==> config.mk <==
export PLATFORM = sky130hd
export DESIGN_NAME = tft_rx_capture
export DESIGN_NICKNAME = d
export VERILOG_FILES = /design/src/rtl/tft_pkg.sv /design/src/rtl/tft_sync_edge.sv /design/src/rtl/tft_rx_capture.sv
export SDC_FILE = /design/constraint.sdc
export NUM_CORES = 1
export LEC_CHECK = 0
export CORE_ASPECT_RATIO = 0.8
export CORE_MARGIN = 5
export CORE_UTILIZATION = 53
export DETAILED_ROUTE_END_ITERATION = 6
export PLACE_DENSITY = 0.8
export RECOVER_POWER = 50
export SLEW_MARGIN = 5
export SYNTH_ARGS = -nofsm -noshare
export SYNTH_HDL_FRONTEND = slang
export SYNTH_SLANG_ARGS = --single-unit
==> constraint.sdc <==
create_clock -name tft_clk_9m -period 3.9 [get_ports tft_clk_9m]
set_input_delay 0.585 -clock tft_clk_9m [delete_from_list [all_inputs] [get_ports tft_clk_9m]]
set_output_delay 0.585 -clock tft_clk_9m [all_outputs]
set_load 0.01 [all_outputs]
==> src/rtl/tft_pkg.sv <==
// Shared types and constants for the TFT receive capture path.
package tft_pkg;

    localparam int COORD_W = 11;

    localparam logic [COORD_W-1:0] H_VALID_DEF = 11'd480;
    localparam logic [COORD_W-1:0] V_VALID_DEF = 11'd800;
    localparam logic [COORD_W-1:0] COORD_INV   = 11'h7ff;
    localparam logic [COORD_W-1:0] COORD_MAX   = 11'h7ff;

    typedef enum logic [1:0] {
        ST_IDLE,
        ST_VBLANK,
        ST_LINE,
        ST_HBLANK
    } state_t;

    // One sampled pixel-clock slot after the input register stage.
    typedef struct packed {
        logic        vs_fall;
        logic        de_rise;
        logic        de_fall;
        logic        de;
        logic [15:0] rgb_dat;
    } sync_t;

    function automatic logic [COORD_W-1:0] sat_inc(input logic [COORD_W-1:0] v);
        return (v == COORD_MAX) ? v : v + 11'd1;
    endfunction

endpackage

==> src/rtl/tft_sync_edge.sv <==
// Input register stage with vsync-fall and de-rise/fall detection.
// Latency: 1 clock from input pins to registered level; edges are combinational on that stage.
// Backpressure: none, free-running sample of the pixel stream.
module tft_sync_edge
    import tft_pkg::*;
(
    input  logic        tft_clk_9m,
    input  logic        sys_rst_n,
    input  logic [15:0] rgb_in,
    input  logic        hsync_in,
    input  logic        vsync_in,
    input  logic        de_in,
    output sync_t       evt
);

    logic        vs_s1;
    logic        de_s1;
    logic        vs_s1_prev;
    logic        de_s1_prev;
    logic [15:0] rgb_s1;

    // hsync carries no information in DE mode; kept on the port for pin compatibility.
    logic unused_hsync;
    assign unused_hsync = hsync_in;

    // Reset to the idle-line levels so release never fakes an edge.
    always_ff @(posedge tft_clk_9m or negedge sys_rst_n) begin
        if (!sys_rst_n) begin
            vs_s1      <= 1'b1;
            de_s1      <= 1'b0;
            vs_s1_prev <= 1'b1;
            de_s1_prev <= 1'b0;
            rgb_s1     <= 16'd0;
        end else begin
            vs_s1      <= vsync_in;
            de_s1      <= de_in;
            rgb_s1     <= rgb_in;
            vs_s1_prev <= vs_s1;
            de_s1_prev <= de_s1;
        end
    end

    always_comb begin
        evt         = '0;
        evt.vs_fall = vs_s1_prev & ~vs_s1;
        evt.de_rise = ~de_s1_prev & de_s1;
        evt.de_fall = de_s1_prev & ~de_s1;
        evt.de      = de_s1;
        evt.rgb_dat = rgb_s1;
    end

endmodule

==> src/rtl/tft_rx_capture.sv <==
// DE-mode RGB565 capture: pixel coordinates, frame markers, geometry check, lock status.
// Latency: 2 clocks from input sample to every output.
// Backpressure: none, outputs follow the incoming pixel clock unconditionally.
module tft_rx_capture
    import tft_pkg::*;
#(
    parameter logic [COORD_W-1:0] H_VALID     = H_VALID_DEF,
    parameter logic [COORD_W-1:0] V_VALID     = V_VALID_DEF,
    parameter int                 LOCK_FRAMES = 2
)(
    input  logic               tft_clk_9m,
    input  logic               sys_rst_n,
    input  logic [15:0]        rgb_in,
    input  logic               hsync_in,
    input  logic               vsync_in,
    input  logic               de_in,
    output logic [15:0]        pix_data,
    output logic [COORD_W-1:0] pix_x,
    output logic [COORD_W-1:0] pix_y,
    output logic               pix_valid,
    output logic               sof,
    output logic               eol,
    output logic               frame_done,
    output logic [COORD_W-1:0] meas_h,
    output logic [COORD_W-1:0] meas_v,
    output logic               frame_err,
    output logic [7:0]         err_cnt,
    output logic               locked
);

    localparam int             GW     = $clog2(LOCK_FRAMES + 1);
    localparam logic [GW-1:0]  LOCK_G = GW'(LOCK_FRAMES);

    sync_t evt;

    tft_sync_edge u_sync_edge (
        .tft_clk_9m (tft_clk_9m),
        .sys_rst_n  (sys_rst_n),
        .rgb_in     (rgb_in),
        .hsync_in   (hsync_in),
        .vsync_in   (vsync_in),
        .de_in      (de_in),
        .evt        (evt)
    );

    state_t             state, state_nxt, st_eff;
    logic [COORD_W-1:0] x_cnt, x_nxt;
    logic [COORD_W-1:0] y_cnt, y_nxt;
    logic [COORD_W-1:0] line_cnt, line_nxt;
    logic [COORD_W-1:0] ex, ey;
    logic [COORD_W-1:0] meas_h_nxt, meas_v_nxt;
    logic               line_bad, line_bad_nxt;
    logic               close_frame, frame_bad;
    logic               emit_try, emit;
    logic [GW-1:0]      good_cnt, good_nxt, good_inc;
    logic               locked_nxt, done_nxt, err_nxt;
    logic [7:0]         err_cnt_nxt;

    always_comb begin
        state_nxt    = state;
        st_eff       = state;
        x_nxt        = x_cnt;
        y_nxt        = y_cnt;
        line_nxt     = line_cnt;
        line_bad_nxt = line_bad;
        good_nxt     = good_cnt;
        locked_nxt   = locked;
        err_cnt_nxt  = err_cnt;
        meas_h_nxt   = meas_h;
        meas_v_nxt   = meas_v;
        done_nxt     = 1'b0;
        err_nxt      = 1'b0;
        emit_try     = 1'b0;
        emit         = 1'b0;
        ex           = x_cnt;
        ey           = y_cnt;

        close_frame = evt.vs_fall && (state != ST_IDLE);
        frame_bad   = line_bad || (line_cnt != V_VALID) || (state == ST_LINE);
        good_inc    = (good_cnt == LOCK_G) ? good_cnt : good_cnt + GW'(1);

        // Frame close is resolved before pixel handling so a same-cycle
        // de rise becomes pixel (0,0) of the new frame.
        if (evt.vs_fall) begin
            st_eff       = ST_VBLANK;
            y_nxt        = '0;
            line_nxt     = '0;
            line_bad_nxt = 1'b0;
        end

        if (close_frame) begin
            meas_v_nxt = line_cnt;
            done_nxt   = 1'b1;
            if (frame_bad) begin
                err_nxt     = 1'b1;
                good_nxt    = '0;
                locked_nxt  = 1'b0;
                err_cnt_nxt = (err_cnt == 8'hff) ? err_cnt : err_cnt + 8'd1;
            end else begin
                good_nxt   = good_inc;
                locked_nxt = (good_inc >= LOCK_G);
            end
        end

        state_nxt = st_eff;
        case (st_eff)
            ST_VBLANK, ST_HBLANK: begin
                if (evt.de_rise) begin
                    state_nxt = ST_LINE;
                    ex        = '0;
                    ey        = (st_eff == ST_HBLANK) ? sat_inc(y_cnt) : '0;
                    y_nxt     = ey;
                    emit_try  = 1'b1;
                end
            end
            ST_LINE: begin
                if (evt.de_fall) begin
                    state_nxt  = ST_HBLANK;
                    meas_h_nxt = x_cnt;
                    line_nxt   = sat_inc(line_cnt);
                    if (x_cnt != H_VALID) begin
                        line_bad_nxt = 1'b1;
                    end
                end else if (evt.de) begin
                    emit_try = 1'b1;
                end
            end
            default: begin
            end
        endcase

        if (emit_try) begin
            x_nxt = sat_inc(ex);
            emit  = (ex < H_VALID) && (ey < V_VALID);
        end
    end

    always_ff @(posedge tft_clk_9m or negedge sys_rst_n) begin
        if (!sys_rst_n) begin
            state    <= ST_IDLE;
            x_cnt    <= '0;
            y_cnt    <= '0;
            line_cnt <= '0;
            line_bad <= 1'b0;
            good_cnt <= '0;
        end else begin
            state    <= state_nxt;
            x_cnt    <= x_nxt;
            y_cnt    <= y_nxt;
            line_cnt <= line_nxt;
            line_bad <= line_bad_nxt;
            good_cnt <= good_nxt;
        end
    end

    always_ff @(posedge tft_clk_9m or negedge sys_rst_n) begin
        if (!sys_rst_n) begin
            pix_data   <= 16'd0;
            pix_x      <= COORD_INV;
            pix_y      <= COORD_INV;
            pix_valid  <= 1'b0;
            sof        <= 1'b0;
            eol        <= 1'b0;
            frame_done <= 1'b0;
            frame_err  <= 1'b0;
            meas_h     <= '0;
            meas_v     <= '0;
            err_cnt    <= 8'd0;
            locked     <= 1'b0;
        end else begin
            pix_data   <= emit ? evt.rgb_dat : 16'd0;
            pix_x      <= emit ? ex : COORD_INV;
            pix_y      <= emit ? ey : COORD_INV;
            pix_valid  <= emit;
            sof        <= emit && (ex == '0) && (ey == '0);
            eol        <= emit && (ex == H_VALID - 11'd1);
            frame_done <= done_nxt;
            frame_err  <= err_nxt;
            meas_h     <= meas_h_nxt;
            meas_v     <= meas_v_nxt;
            err_cnt    <= err_cnt_nxt;
            locked     <= locked_nxt;
        end
    end

endmodule

## Word-level counts from Yosys, hierarchy flattened

Index checks and enable logic that the tools add are counted.

- Register bits: 132
- Latch bits: 0
- Bits in writable memories: 0
- ROM bits: 0
- Output and inout bits: 74
- Logic and storage cells: 100
- Memories kept: 0

- Add/subtract/negate cells: 5
- $mul: 0
- Divide/modulo/power cells: 0
- $lt $le $gt $ge: 3
- Eq/ne operators: 13
- Shifts and indexed selects: 0
- Mux-type cells: 36
- Bitwise logic cells: 7
- Reductions and logical operators: 13

Operators with widths:

| operator | count |
|---|---|
| 11-bit 2-to-1 mux | 16 |
| 11-bit by 1-bit adder with 11-bit output, second input constant | 3 |
| 11-bit == test, second input constant | 3 |
| 11-bit zero test | 2 |
| 16-bit 2-to-1 mux | 1 |
| 1-bit 2-to-1 mux | 12 |
| 11-bit by 9-bit == test with 1-bit output, second input constant | 1 |
| 11-bit by 10-bit less-than comparator with 1-bit output, second input constant | 1 |
| 11-bit by 9-bit less-than comparator with 1-bit output, second input constant | 1 |
| 11-bit by 10-bit != test with 1-bit output, second input constant | 1 |
| 11-bit by 9-bit != test with 1-bit output, second input constant | 1 |
| 2-bit 2-to-1 mux | 5 |
| 8-bit by 1-bit adder with 8-bit output, second input constant | 1 |
| 2-bit == test, second input constant | 4 |
| 8-bit == test, second input constant | 1 |
| 1-bit logical AND | 5 |
| 1-bit NOT | 4 |
| 2-bit one-hot mux with 2 select lines | 1 |
| 1-bit bitwise AND | 3 |
| 3-bit != test, second input constant | 1 |
| 3-bit AND reduction | 1 |
| 2-bit by 1-bit adder with 2-bit output, second input constant | 1 |
| 2-bit by 1-bit == test with 1-bit output, second input constant | 1 |
| 2-bit >= comparator, second input constant | 1 |
| other kinds (5) | 6 |

## Longest topological paths before layout

- Depth in word-level cells: 12
- Depth in mapped cells: 12

## By module

Synthesis repeated with hierarchy kept, for this count alone.

- Cells, all modules: 486
- Area total of the unflattened synthesis: 5496.5 sq um

By module, submodules not included:

| module | times used | cells an instance | area an instance (sq um) | sequential area each (sq um) |
|---|---|---|---|---|
| tft_rx_capture | 1 | 462 | 4964.8 | 2805.2 |
| tft_sync_edge | 1 | 24 | 531.8 | 503.0 |

## Worst setup path after synthesis

Ideal clock, no wire load.

- Path type: reg-to-reg
- From: reg u_sync_edge.vs_s1
- To: reg x_cnt[3]
- Data arrival time: 2798 ps
- Slack: 979 ps
- Cell stages (with the launch flop): 13
- Buffers on the path: 2
- Clock period less this slack: 2921 ps
- Cells stage by stage: dfstp_2 > nor2b_1 > buf_2 > o21ai_1 > clkbuf_1 > nand2_1 > inv_1 > ha_1 > nand2_1 > nor4_2 > nor2_1 > and4_1 > xnor2_1

- Cells in the longest elaborated chain, start to end: 8
- Elaborated cells between the ends (all ways): 12
- Classes of those cells: 1 x add/sub; 4 x eq/ne; 4 x mux; 2 x bitwise; 1 x reduce/logical

Ends and longest elaborated chain:

| element | RTL line | source |
|---|---|---|
| from (decl) | tft_sync_edge.sv:16 | `logic vs_s1;` |
| from (signal assigned) | tft_sync_edge.sv:35 | `vs_s1 <= vsync_in;` |
| 1-bit NOT * | tft_sync_edge.sv:45 | `evt.vs_fall = vs_s1_prev & ~vs_s1;` |
| 1-bit bitwise AND * | tft_sync_edge.sv:45 |  |
| 2-bit 2-to-1 mux * | tft_rx_capture.sv:84 | `if (evt.vs_fall) begin` |
| 2-bit == test / 2-bit by 1-bit == test with 1-bit output (equally long branches) | tft_rx_capture.sv:106 | `case (st_eff)` |
| 2-bit OR reduction | tft_rx_capture.sv:106 |  |
| 11-bit 2-to-1 mux | tft_rx_capture.sv:106 |  |
| 11-bit by 1-bit adder with 11-bit output / 11-bit == test (equally long branches) | tft_pkg.sv:28 | `return (v == COORD_MAX) ? v : v + 11'd1;` |
| 11-bit 2-to-1 mux | tft_pkg.sv:28 |  |
| to (signal assigned) | tft_rx_capture.sv:148 | `x_cnt <= x_nxt;` |
| to (decl) | tft_rx_capture.sv:47 | `logic [COORD_W-1:0] x_cnt, x_nxt;` |

Mark *: on every way between the ends. The rest lies on a longest branch, timed or not.
A chain may end at the register's enable or synchronous reset.

## Worst setup path after layout

- From: reg u_sync_edge.vs_s1_prev
- To: reg sof

- Cells in the longest elaborated chain, start to end: 11
- Elaborated cells between the ends (all ways): 19
- Classes of those cells: 2 x order compare; 3 x eq/ne; 7 x mux; 1 x bitwise; 6 x reduce/logical

Ends and longest elaborated chain:

| element | RTL line | source |
|---|---|---|
| from (decl) | tft_sync_edge.sv:18 | `logic vs_s1_prev;` |
| from (signal assigned) | tft_sync_edge.sv:38 | `vs_s1_prev <= vs_s1;` |
| 1-bit bitwise AND * | tft_sync_edge.sv:45 |  |
| 2-bit 2-to-1 mux * | tft_rx_capture.sv:84 |  |
| 2-bit == test | tft_rx_capture.sv:106, tft_rx_capture.sv:111 |  |
| 11-bit 2-to-1 mux | tft_rx_capture.sv:111 | `ey = (st_eff == ST_HBLANK) ? sat_inc(y_cnt) : '0;` |
| 11-bit 2-to-1 mux | tft_rx_capture.sv:108 | `if (evt.de_rise) begin` |
| 11-bit 2-to-1 mux | tft_rx_capture.sv:106 |  |
| 11-bit by 10-bit less-than comparator with 1-bit output | tft_rx_capture.sv:134 | `emit = (ex < H_VALID) && (ey < V_VALID);` |
| 1-bit logical AND | tft_rx_capture.sv:134 |  |
| 1-bit 2-to-1 mux | tft_rx_capture.sv:132 | `if (emit_try) begin` |
| 1-bit logical AND | tft_rx_capture.sv:175 | `sof <= emit && (ex == '0) && (ey == '0);` |
| 1-bit logical AND * | tft_rx_capture.sv:175 |  |
| to (signal assigned) | tft_rx_capture.sv:175 |  |
| to (decl) | tft_rx_capture.sv:21 | `output logic sof,` |

Marked as above.

==> impl_metrics.json <==
{
  "crit_path_max_incr_delay_ns": 0.76,
  "leakagePower_nw": 3.107,
  "nNetsFinal": 627,
  "fmax_mhz": 296.7,
  "crit_path_cell_trace": "nor2b_1 > buf_4 > o21ai_1 > clkbuf_1 > or3_1 > a32oi_1 > and3_1 > and4_1",
  "synthTopCellsByArea": "dfrtp_1 48%, dfstp_2 11%, nand2_1 4.7%",
  "critPathTopFamily": "simple AND/OR/NAND/NOR gates",
  "cts_made_buffers": 17,
  "hold_viol": 0,
  "grt_pass1_wl_um": 21530,
  "grtUsageTotal": 0.2142,
  "clock-sinks": 131,
  "slowest_stage": "and3_1",
  "rows": 33,
  "die_w_um": 124.2,
  "powerDensity_nw_per_um2": 534.3,
  "cp_max_fo": 20,
  "path_clk_slew_ns": 0.06,
  "synth_top_area_cell": "dfrtp_1",
  "peakVddDrop_v": 0.0003574,
  "grt_max_degree": 82,
  "fin_skew_ns": 0.01124,
  "hp-class": "reg2reg",
  "num_vias": 4361,
  "grt_pass1_vias": 4245,
  "syn_inst": 504,
  "synth-edff-count": 0,
  "min_period_ns": 3.370,
  "setup_violations": 0,
  "worstSetupPathType": "reg2reg",
  "ctsHtreeMaxLevel": 4,
  "fin_setup_tns_ns": 0,
  "timing.final.crit_share": 0.8641,
  "cts_buffer_depth": 2,
  "cts.repair.resized": 0,
  "ys.flop_type": "dfrtp_1",
  "placed_area_um2": 6584,
  "netlist.area_leader.share": 0.4841,
  "r2r-start": "u_sync_edge.vs_s1_prev",
  "pin_count": 95,
  "root_buffer": "clkbuf_16",
  "power.switching_mw": 0.9931,
  "post-route-drc-count": 0,
  "postCtsHoldBufs": 0,
  "dieArea_um2": 12590,
  "combPwrFrac": 0.165,
  "crit_path_start_kind": "flop",
  "first_iter_violations": 404,
  "port_buffers": 93,
  "netlist_area_um2": 5532,
  "async_reset_ff_frac": 1.000,
  "status": "complete, but fails checks",
  "die_h_um": 101.4,
  "antenna_found_initial": 0,
  "ys_types": 68,
  "violations": "max-capacitance violations, max-slew violations",
  "tritoncts": "yes",
  "dp_hpwl_um": 8663,
  "rsz0062_at_grt": "no",
  "core_area_um2": 10240,
  "max-cap-violations": 1,
  "wirelength_um": 12880,
  "postLayoutCellArea_um2": 7151,
  "swShare": 0.2599,
  "fin_util": 0.6983,
  "ant_nets": 0,
  "tightest_slew_ns": 2.569,
  "first_pass_iters": 6,
  "drive_above_1_share": 0.1307,
  "cp-end-kind": "flop",
  "finalMaxSlewViolations": 51,
  "syn-num-nets": 532,
  "initial_core_util": 0.5402,
  "grt_overflow_total": 0,
  "critPathRequiredTime_ns": 4.25,
  "synth.avg_cell_area_um2": 10.98,
  "cts_setup_buffers": 0,
  "clock_latency_ns": 0.41,
  "whs_ns": 0.3863,
  "max_slew_margin": -0.7124,
  "p_int_mw": 2.828,
  "p_clk_frac": 0.403,
  "crit_arrival_ns": 3.72,
  "synth-seq-cells": 131,
  "worstHoldStart": "u_sync_edge.vs_s1",
  "antenna_cells": 0,
  "yosysWarnings": 0,
  "critPathBufInv": 2,
  "syn_to_final_growth_pct": 29.27,
  "drt-vias-per-instance": 5.799,
  "p_seq_frac": 0.432,
  "crit_start": "u_sync_edge.vs_s1_prev",
  "gp_congestion": 0.8764,
  "wl_per_cell_um": 17.13,
  "ys_seq_area_frac": 0.5981
}
==> synthesized netlist by cell type, types with 2 or more instances <==
| library cell | number |
|---|---|
| a211oi_1 | 2 |
| a21boi_0 | 15 |
| a21oi_1 | 16 |
| a31oi_1 | 9 |
| a41o_1 | 2 |
| a41oi_1 | 3 |
| and2_1 | 2 |
| and3_1 | 13 |
| and4_1 | 6 |
| buf_2 | 9 |
| buf_6 | 2 |
| clkbuf_1 | 12 |
| dfrtp_1 | 107 |
| dfstp_2 | 24 |
| ha_1 | 7 |
| inv_1 | 12 |
| mux2_2 | 11 |
| nand2_1 | 69 |
| nand2b_1 | 2 |
| nand3_1 | 16 |
| nand3b_1 | 2 |
| nand4_1 | 5 |
| nor2_1 | 38 |
| nor3_1 | 8 |
| nor4_1 | 4 |
| nor4bb_1 | 2 |
| o211a_1 | 2 |
| o211ai_1 | 2 |
| o21a_1 | 2 |
| o21ai_0 | 37 |
| o21ai_1 | 6 |
| o22ai_1 | 4 |
| o31ai_1 | 3 |
| or3_1 | 2 |
| or4_1 | 2 |
| xnor2_1 | 11 |
| xor2_1 | 4 |
==> power groups by stage <==
stage	Clock (mW)	Combinational, mW	Sequential [mW]
3_5_place_dp	0	0.640	1.67
5_1_grt	1.64	0.693	1.67
4_1_cts	1.57	0.647	1.65
6_report	1.54	0.630	1.65
3_3_place_gp	0	0.621	1.66
2_1_floorplan	0	0.250	1.70
==> flip-flops by register name (all words and copies together) (netlist names) <==
signal	flops
u_sync_edge.de_s1	1
state	2
pix_y	11
meas_v	11
y_cnt	11
pix_data	16
line_bad	1
meas_h	11
line_cnt	11
pix_valid	1
pix_x	11
err_cnt	8
frame_done	1
sof	1
u_sync_edge.vs_s1	1
eol	1
x_cnt	11
frame_err	1
u_sync_edge.de_s1_prev	1
good_cnt	2
u_sync_edge.rgb_s1	16
u_sync_edge.vs_s1_prev	1
==> kinds of logic (layout without fill, tap and decap cells) <==
group / Yosys count / in the layout / share of synthesized area
buf+inv: 36 / 144 / 0.02918
simple gates: 181 / 181 / 0.1613
fa+ha+maj: 7 / 7 / 0.01583
compound gates: 122 / 122 / 0.1477
mux: 12 / 12 / 0.02420
xor+xnor: 15 / 15 / 0.02375
flops: 131 / 131 / 0.5981
==> final cells by class <==
| class | count | area, µm² |
|---|---|---|
| clock buffers | 19 | 452.9 |
| clock inverters | 13 | 133.9 |
| fillers | 774 | 3089 |
| inverters | 12 | 45.04 |
| multi-input cells | 337 | 2057 |
| flip-flops and latches | 131 | 3308 |
| well taps | 140 | 175.2 |
| repair buffers | 100 | 978.4 |
==> path summary, 6_finish.rpt <==
check,depth (start not counted),slack (ns),end
min reg2reg,0,0.39,u_sync_edge.vs_s1_prev
max in group asynchronous,1,1.46,u_sync_edge.rgb_s1[1]
min,0,0.39,u_sync_edge.vs_s1_prev
max,8,0.53,sof
min in group asynchronous,1,0.97,err_cnt[6]
max reg2reg,8,0.53,sof
==> worst reg2reg max path: cells and delay by family (launching register included) <==
kind | cells | cell delay (ns)
and+or+nand+nor | 4 | 1.67
AOI/OAI and AO/OA | 2 | 0.48
DFF | 1 | 0.53
buffers and inverters | 2 | 0.63
==> cell usage in the layout, fill, tap and decap left out, types with 3 or more instances in the layout <==
master           netlist  routed
dfrtp_1              107     107
clkdlybuf4s50_1        0      74
nand2_1               69      69
o21ai_0               37      38
nor2_1                38      38
dfstp_2               24      23
dlygate4sd3_1          0      18
clkbuf_16              0      17
nand3_1               16      16
a21oi_1               16      16
a21boi_0              15      15
and3_1                13      14
inv_1                 12      12
xnor2_1               11      11
mux2_2                11      11
a31oi_1                9       9
nor3_1                 8       8
ha_1                   7       7
and4_1                 6       6
o21ai_1                6       5
nand4_1                5       5
clkinv_2               0       5
nor4_1                 4       4
o22ai_1                4       4
xor2_1                 4       4
clkbuf_1              12       4
a41oi_1                3       3
o31ai_1                3       3
clkinvlp_4             0       3
buf_4                  0       3
==> per-stage QoR <==
stage / std cells / total power, mW / setup WS [ns]
after detailed placement: 720 / 2.310 / 0.8377
after floorplan: 504 / 1.949 / 0.9791
final: 752 / 3.821 / 0.5299
after CTS: 752 / 3.866 / 0.8180
after global placement: 720 / 2.284 / 0.8730
after global routing: 752 / 4.006 / 0.3025
==> per-layer routing <==
| metal | part of all wire | vias to the layer above | global-route usage |
|---|---|---|---|
| met4 | 0.013 | 0 | 0.07666 |
| met5 | 0 | - | 0 |
| met2 | 0.48 | 192 | 0.3397 |
| met1 | 0.44 | 2160 | 0.2805 |
| li1 | - | 1986 | - |
| met3 | 0.073 | 23 | 0.07116 |
(Power assumes the default switching activity.)
